[src/rtl/adc_capture_ctrl.sv]
// Capture sequencer: arms on start, optionally waits for a trigger, decimates and packs
// two-channel ADC samples into AXI-stream beats through a 2-entry buffer. Trigger option: ADC_CAPTURE_TRIG_EN.
module adc_capture_ctrl #(
  parameter int DATA_WIDTH = 14,
  parameter int LEN_WIDTH  = 16
) (
  input  logic                  aclk,
  input  logic                  reset,
  input  logic                  ctrl_start,
  input  logic                  ctrl_abort,
  input  logic [LEN_WIDTH-1:0]  ctrl_len,
  input  logic [3:0]            ctrl_decim,
`ifdef ADC_CAPTURE_TRIG_EN
  input  logic [DATA_WIDTH-1:0] trig_level,
`endif
  input  logic                  adc_valid,
  input  logic [DATA_WIDTH-1:0] adc_data_a,
  input  logic [DATA_WIDTH-1:0] adc_data_b,
  output logic [31:0]           m_axis_tdata,
  output logic                  m_axis_tvalid,
  input  logic                  m_axis_tready,
  output logic                  m_axis_tlast,
  output logic                  status_busy,
  output logic                  status_done,
  output logic                  status_overflow,
  output logic [LEN_WIDTH-1:0]  status_count
);

  typedef enum logic [1:0] {
    S_IDLE      = 2'd0,
    S_WAIT_TRIG = 2'd1,
    S_CAPTURE   = 2'd2,
    S_DRAIN     = 2'd3
  } state_t;

  function automatic logic [31:0] pack_beat(input logic [DATA_WIDTH-1:0] a,
                                            input logic [DATA_WIDTH-1:0] b);
    logic signed [15:0] ea;
    logic signed [15:0] eb;
    ea = 16'(signed'(a));
    eb = 16'(signed'(b));
    return {eb, ea};
  endfunction

  state_t               state_q, state_d;
  logic [LEN_WIDTH-1:0] len_q, len_d;
  logic [LEN_WIDTH-1:0] count_q, count_d;
  logic [3:0]           decim_q, decim_d;
  logic [3:0]           dcnt_q, dcnt_d;
  logic                 done_q, done_d;
  logic                 ovf_q, ovf_d;
  logic                 busy_q, busy_d;
  // Buffer entries are {tlast, tdata}; head_q drives the stream outputs directly.
  logic [32:0]          head_q, head_d;
  logic [32:0]          tail_q, tail_d;
  logic [1:0]           fcnt_q, fcnt_d;
`ifdef ADC_CAPTURE_TRIG_EN
  logic                  prev_ok_q, prev_ok_d;
  logic [DATA_WIDTH-1:0] prev_a_q, prev_a_d;
  logic                  cross_s;
`endif

  logic        rd_s;
  logic        wr_s;
  logic        due_s;
  logic        last_s;
  logic [32:0] beat_s;

  // Next-state, intake, buffer and status logic.
  always_comb begin
    state_d = state_q;
    len_d   = len_q;
    decim_d = decim_q;
    dcnt_d  = dcnt_q;
    count_d = count_q;
    done_d  = done_q;
    ovf_d   = ovf_q;
    head_d  = head_q;
    tail_d  = tail_q;
    fcnt_d  = fcnt_q;
    due_s   = 1'b0;
    wr_s    = 1'b0;
`ifdef ADC_CAPTURE_TRIG_EN
    prev_ok_d = prev_ok_q;
    prev_a_d  = prev_a_q;
    cross_s   = prev_ok_q && ($signed(prev_a_q) < $signed(trig_level)) &&
                ($signed(adc_data_a) >= $signed(trig_level));
`endif
    rd_s   = (fcnt_q != 2'd0) && m_axis_tready;
    last_s = (count_q == (len_q - LEN_WIDTH'(1)));
    beat_s = {last_s, pack_beat(adc_data_a, adc_data_b)};

    if (rd_s && head_q[32]) begin
      done_d = 1'b1;
    end else begin
      done_d = done_q;
    end

    case (state_q)
      S_IDLE: begin
        if (ctrl_start && (ctrl_len != {LEN_WIDTH{1'b0}})) begin
          len_d   = ctrl_len;
          decim_d = ctrl_decim;
          count_d = {LEN_WIDTH{1'b0}};
          done_d  = 1'b0;
          ovf_d   = 1'b0;
          dcnt_d  = 4'd0;
`ifdef ADC_CAPTURE_TRIG_EN
          prev_ok_d = 1'b0;
          state_d   = S_WAIT_TRIG;
`else
          state_d   = S_CAPTURE;
`endif
        end else begin
          state_d = S_IDLE;
        end
      end
`ifdef ADC_CAPTURE_TRIG_EN
      S_WAIT_TRIG: begin
        if (ctrl_abort) begin
          state_d = S_DRAIN;
        end else if (adc_valid) begin
          prev_ok_d = 1'b1;
          prev_a_d  = adc_data_a;
          if (cross_s) begin
            // The crossing sample itself is beat 0 of the decimation sequence.
            due_s   = 1'b1;
            dcnt_d  = (decim_q == 4'd0) ? 4'd0 : 4'd1;
            state_d = S_CAPTURE;
          end else begin
            state_d = S_WAIT_TRIG;
          end
        end else begin
          state_d = S_WAIT_TRIG;
        end
      end
`endif
      S_CAPTURE: begin
        if (ctrl_abort) begin
          state_d = S_DRAIN;
        end else if (adc_valid) begin
          due_s  = (dcnt_q == 4'd0);
          dcnt_d = (dcnt_q == decim_q) ? 4'd0 : (dcnt_q + 4'd1);
        end else begin
          state_d = S_CAPTURE;
        end
      end
      S_DRAIN: begin
        if ((fcnt_q == 2'd0) || ((fcnt_q == 2'd1) && rd_s)) begin
          state_d = S_IDLE;
        end else begin
          state_d = S_DRAIN;
        end
      end
      default: begin
        state_d = S_IDLE;
      end
    endcase

    // A full buffer drops the sample even if a read happens this cycle.
    if (due_s) begin
      if (fcnt_q == 2'd2) begin
        ovf_d = 1'b1;
      end else begin
        wr_s    = 1'b1;
        count_d = count_q + LEN_WIDTH'(1);
        if (last_s) begin
          state_d = S_DRAIN;
        end else begin
          state_d = state_d;
        end
      end
    end else begin
      wr_s = 1'b0;
    end

    case ({wr_s, rd_s})
      2'b10: begin
        if (fcnt_q == 2'd0) begin
          head_d = beat_s;
        end else begin
          tail_d = beat_s;
        end
        fcnt_d = fcnt_q + 2'd1;
      end
      2'b01: begin
        if (fcnt_q == 2'd2) begin
          head_d = tail_q;
        end else begin
          head_d = head_q;
        end
        fcnt_d = fcnt_q - 2'd1;
      end
      2'b11: begin
        head_d = beat_s;
        fcnt_d = fcnt_q;
      end
      default: begin
        fcnt_d = fcnt_q;
      end
    endcase

    busy_d = (state_d != S_IDLE);
  end

  // State and datapath registers.
  always_ff @(posedge aclk) begin
    if (reset) begin
      state_q <= S_IDLE;
      len_q   <= {LEN_WIDTH{1'b0}};
      decim_q <= 4'd0;
      dcnt_q  <= 4'd0;
      count_q <= {LEN_WIDTH{1'b0}};
      done_q  <= 1'b0;
      ovf_q   <= 1'b0;
      busy_q  <= 1'b0;
      head_q  <= 33'd0;
      tail_q  <= 33'd0;
      fcnt_q  <= 2'd0;
`ifdef ADC_CAPTURE_TRIG_EN
      prev_ok_q <= 1'b0;
      prev_a_q  <= {DATA_WIDTH{1'b0}};
`endif
    end else begin
      state_q <= state_d;
      len_q   <= len_d;
      decim_q <= decim_d;
      dcnt_q  <= dcnt_d;
      count_q <= count_d;
      done_q  <= done_d;
      ovf_q   <= ovf_d;
      busy_q  <= busy_d;
      head_q  <= head_d;
      tail_q  <= tail_d;
      fcnt_q  <= fcnt_d;
`ifdef ADC_CAPTURE_TRIG_EN
      prev_ok_q <= prev_ok_d;
      prev_a_q  <= prev_a_d;
`endif
    end
  end

  assign m_axis_tdata    = head_q[31:0];
  assign m_axis_tlast    = head_q[32];
  assign m_axis_tvalid   = (fcnt_q != 2'd0);
  assign status_busy     = busy_q;
  assign status_done     = done_q;
  assign status_overflow = ovf_q;
  assign status_count    = count_q;

endmodule

[config.mk]
export PLATFORM = sky130hd
export DESIGN_NAME = adc_capture_ctrl
export DESIGN_NICKNAME = d
export VERILOG_FILES = /design/src/rtl/adc_capture_ctrl.sv
export SDC_FILE = /design/constraint.sdc
export NUM_CORES = 1
export LEC_CHECK = 0
export ABC_AREA = 1
export ABC_CLOCK_PERIOD_IN_PS = 6100
export BUFFER_PORTS_ARGS = -buffer_cell sky130_fd_sc_hd__buf_2
export CAP_MARGIN = 20
export CORE_MARGIN = 4
export CORE_UTILIZATION = 59
export CTS_CLUSTER_DIAMETER = 100
export CTS_CLUSTER_SIZE = 16
export DETAILED_ROUTE_END_ITERATION = 7
export HOLD_SLACK_MARGIN = 0.03
export PLACE_DENSITY = 0.95
export REMOVE_ABC_BUFFERS = 1
export SYNTH_ARGS = -nofsm -noshare
export SYNTH_HDL_FRONTEND = slang
export SYNTH_SLANG_ARGS = --single-unit
[constraint.sdc]
create_clock -name aclk -period 6.1 [get_ports aclk]
set_input_delay 0 -clock aclk [delete_from_list [all_inputs] [get_ports aclk]]
set_output_delay 0 -clock aclk [all_outputs]
set_load 0.01 [all_outputs]
==> results.cfg <==
[die]
dieHeight_um = 101.4
core_area_um2 = 8341
die-area_um2 = 10290
start_util_pct = 61.76
rows = 33
io_pins = 107
die_w_um = 101.4

[synthesis]
synth-adder-area-share_pct = 2.429
synth-compound-area-share_pct = 16.47
synth_area_leaders = dfxtp_1, nand2_1, nor2_1
synthXorXnorAreaFrac_pct = 3.741
seq_area_frac_synth_pct = 40.81
synth.distinct_cells = 36
synth_area_um2 = 5151
netlist.area_leader.share_pct = 40.81
synth_area_leader_cell = dfxtp_1
synth_top_family_by_area = simple AND/OR/NAND/NOR gates
synth.area.mux_share_pct = 0
syn_inst = 736
synthSimpleGateAreaFrac_pct = 28.98
syn_area_per_cell_um2 = 6.999
synth_seq_cells = 105
yosys_warnings = 0

[cells_and_area]
drive_above_1_share_pct = 18.19
final_cell_mix = nand2_1, nor2_1, buf_2
fin_nets = 933
stdcell_area_um2 = 6372
layout_commonest_cell = nand2_1
syn2layout_area_growth_pct = 23.71

[power]
ir_worst_vdd_mv = 0.2331
power_leakage_nw = 2.918
finalPower_mw = 1.938
powerDensity_nw_per_um2 = 304.2

[clocking]
htree_levels = 3
clk_pin_slew_ns = 0.11
numCtsBuffers = 9
cts.repair.resized = 0
clk_path_buf_depth = 2
cts_tree = done
cts_setup_buffers = 0
cts-root-buf = clkbuf_8
clk_latency_ns = 0.39
clkSinkCount = 105

[timing]
period_share_pct = 68.66
tightestPinTransition_ns = 0.9692
rsz0062_at_grt = no
finClkSkew_ns = 0.01955
period_minus_slack_ns = 4.189
fin_tns_setup_ns = 0
hold_viol = 0
timing.fmax_mhz = 238.7
setup_ws_ns = 1.911
slew_headroom_pct = 35.32
drv_slew = 0
final-setup-viol-count = 0

[worst_setup_path]
required_ns = 6.40
end_kind = flip-flop
critPathLaunchType = flip-flop
path_class = flip-flop to flip-flop
path_max_fanout = 58
cp.arrival_ns = 4.49

[job]
drv_cap = 0

[global_routing]
grt_use_total_pct = 29.97
antenna_found_initial = 1
grt_pass1_wl_um = 24900
grt_overflow = 0
grt_start_max_net_pins = 60
grt_pass1_vias = 5369

[place]
port_buffers = 106
hpwl_um = 9335
postPlaceCellArea_um2 = 5667
gp_congestion = 0.8888
dpl_worst_slack_ns = 2.217

[min_path]
min_path_type = input port to flip-flop

[detailed_routing]
dr_total_vias = 5560
via_per_inst = 5.673
drt_iter0_markers = 351
drt_drc_violations_left = 0
wl_per_cell_um = 15.53
drt-pass1-iter-count = 5
wl_um = 15220
antenna_left = 0

[outcome]
status = finished, final reports clean
-- critical path, cell delays in order, from the launching register on --
cell,delay [ns]
dfxtp_1,0.43
inv_1,0.10
ha_1,0.21
nand2_1,0.10
nor2_2,0.06
nand2_2,0.16
clkinv_2,0.25
ha_1,0.27
nand2_1,0.61
inv_1,0.68
nor3_4,0.28
buf_4,0.48
o21ai_0,0.20
a31oi_1,0.25
-- kinds of logic after synthesis --
family	Yosys count
fa+ha+maj	10
buf+inv	94
compound gates	153
flops	105
xor+xnor	22
simple gates	352
-- final timing paths --
check,to,slack (ns),from,cells after the start
setup / recovery,head_q[15]$_SDFFE_PP0P_,1.91,dcnt_q[0]$_SDFFE_PP0P_,13
hold / removal,state_q[1]$_SDFF_PP0_,0.05,m_axis_tready,4
setup reg to reg,head_q[15]$_SDFFE_PP0P_,1.91,dcnt_q[0]$_SDFFE_PP0P_,13
hold reg to reg,status_done$_SDFF_PP0_,0.45,status_done$_SDFF_PP0_,2
-- layout make-up --
cell class | count | area, µm²
Clock buffer | 10 | 137.6
Fill cell | 587 | 1968
Antenna cell | 1 | 2.502
Multi-Input combinational cell | 537 | 2665
Timing Repair Buffer | 159 | 1054
Inverter | 57 | 215.2
Sequential cell | 105 | 2102
Clock inverter | 6 | 65.06
Tap cell | 105 | 131.4
-- through the flow --
stage / hold WS, ns / utilization [%] / cells
after floorplan: 0.06244 / - / 699
final: 0.04605 / 76.40 / 980
after CTS: 0.03011 / 76.37 / 979
after global routing: 0.05513 / 76.40 / 980
after global placement: 0.2664 / 67.94 / 913
after detailed placement: 0.2785 / 67.94 / 913
-- flip-flops by register name, indices dropped and copies added (netlist names) --
name             count
dcnt_q               4
decim_q              4
fcnt_q               2
head_q              29
len_q               16
state_q              2
status_busy          1
status_count        16
status_done          1
status_overflow      1
tail_q              29
-- cells in the mapped netlist, drive strengths merged --
library cell  number
nor2             138
nor3b              1
o32ai              1
dfxtp            105
and2               1
nand4              6
clkbuf            23
nand3             24
a31oi             32
ha                10
a21boi             1
o21ai             88
nand2            167
xor2              14
nor3               9
clkinv             1
inv               56
a21oi             21
nor4               5
nand3b             1
xnor2              8
o31ai              1
o211ai             2
a211oi             4
a22oi              2
a221oi             1
buf               14
-- routing by layer --
| layer | vias up | share of wire, % | wire length [µm] | global-route usage (%) |
|---|---|---|---|---|
| li1 | 2659 | - | - | - |
| met1 | 2532 | 38 | 5710 | 33.72 |
| met2 | 309 | 51 | 7720 | 53.12 |
| met3 | 60 | 8.0 | 1215 | 7.025 |
| met4 | 0 | 3.7 | 570 | 14.42 |
| met5 | - | 0 | 0 | 0 |
-- timing repair --
action | CTS | global route
hold buffers | 50 | 0
endpoints found under the hold margin | 80 | 0
endpoints found under the setup margin | 0 | 0
-- power breakdown --
part | switching (mW) | total [mW] | internal [mW]
Combinational | 0.406 | 0.638 | 0.232
Sequential | 0.0716 | 0.860 | 0.788
Clock | 0.268 | 0.441 | 0.173
Total | 0.746 | 1.94 | 1.19
(Power assumes the default switching activity.)
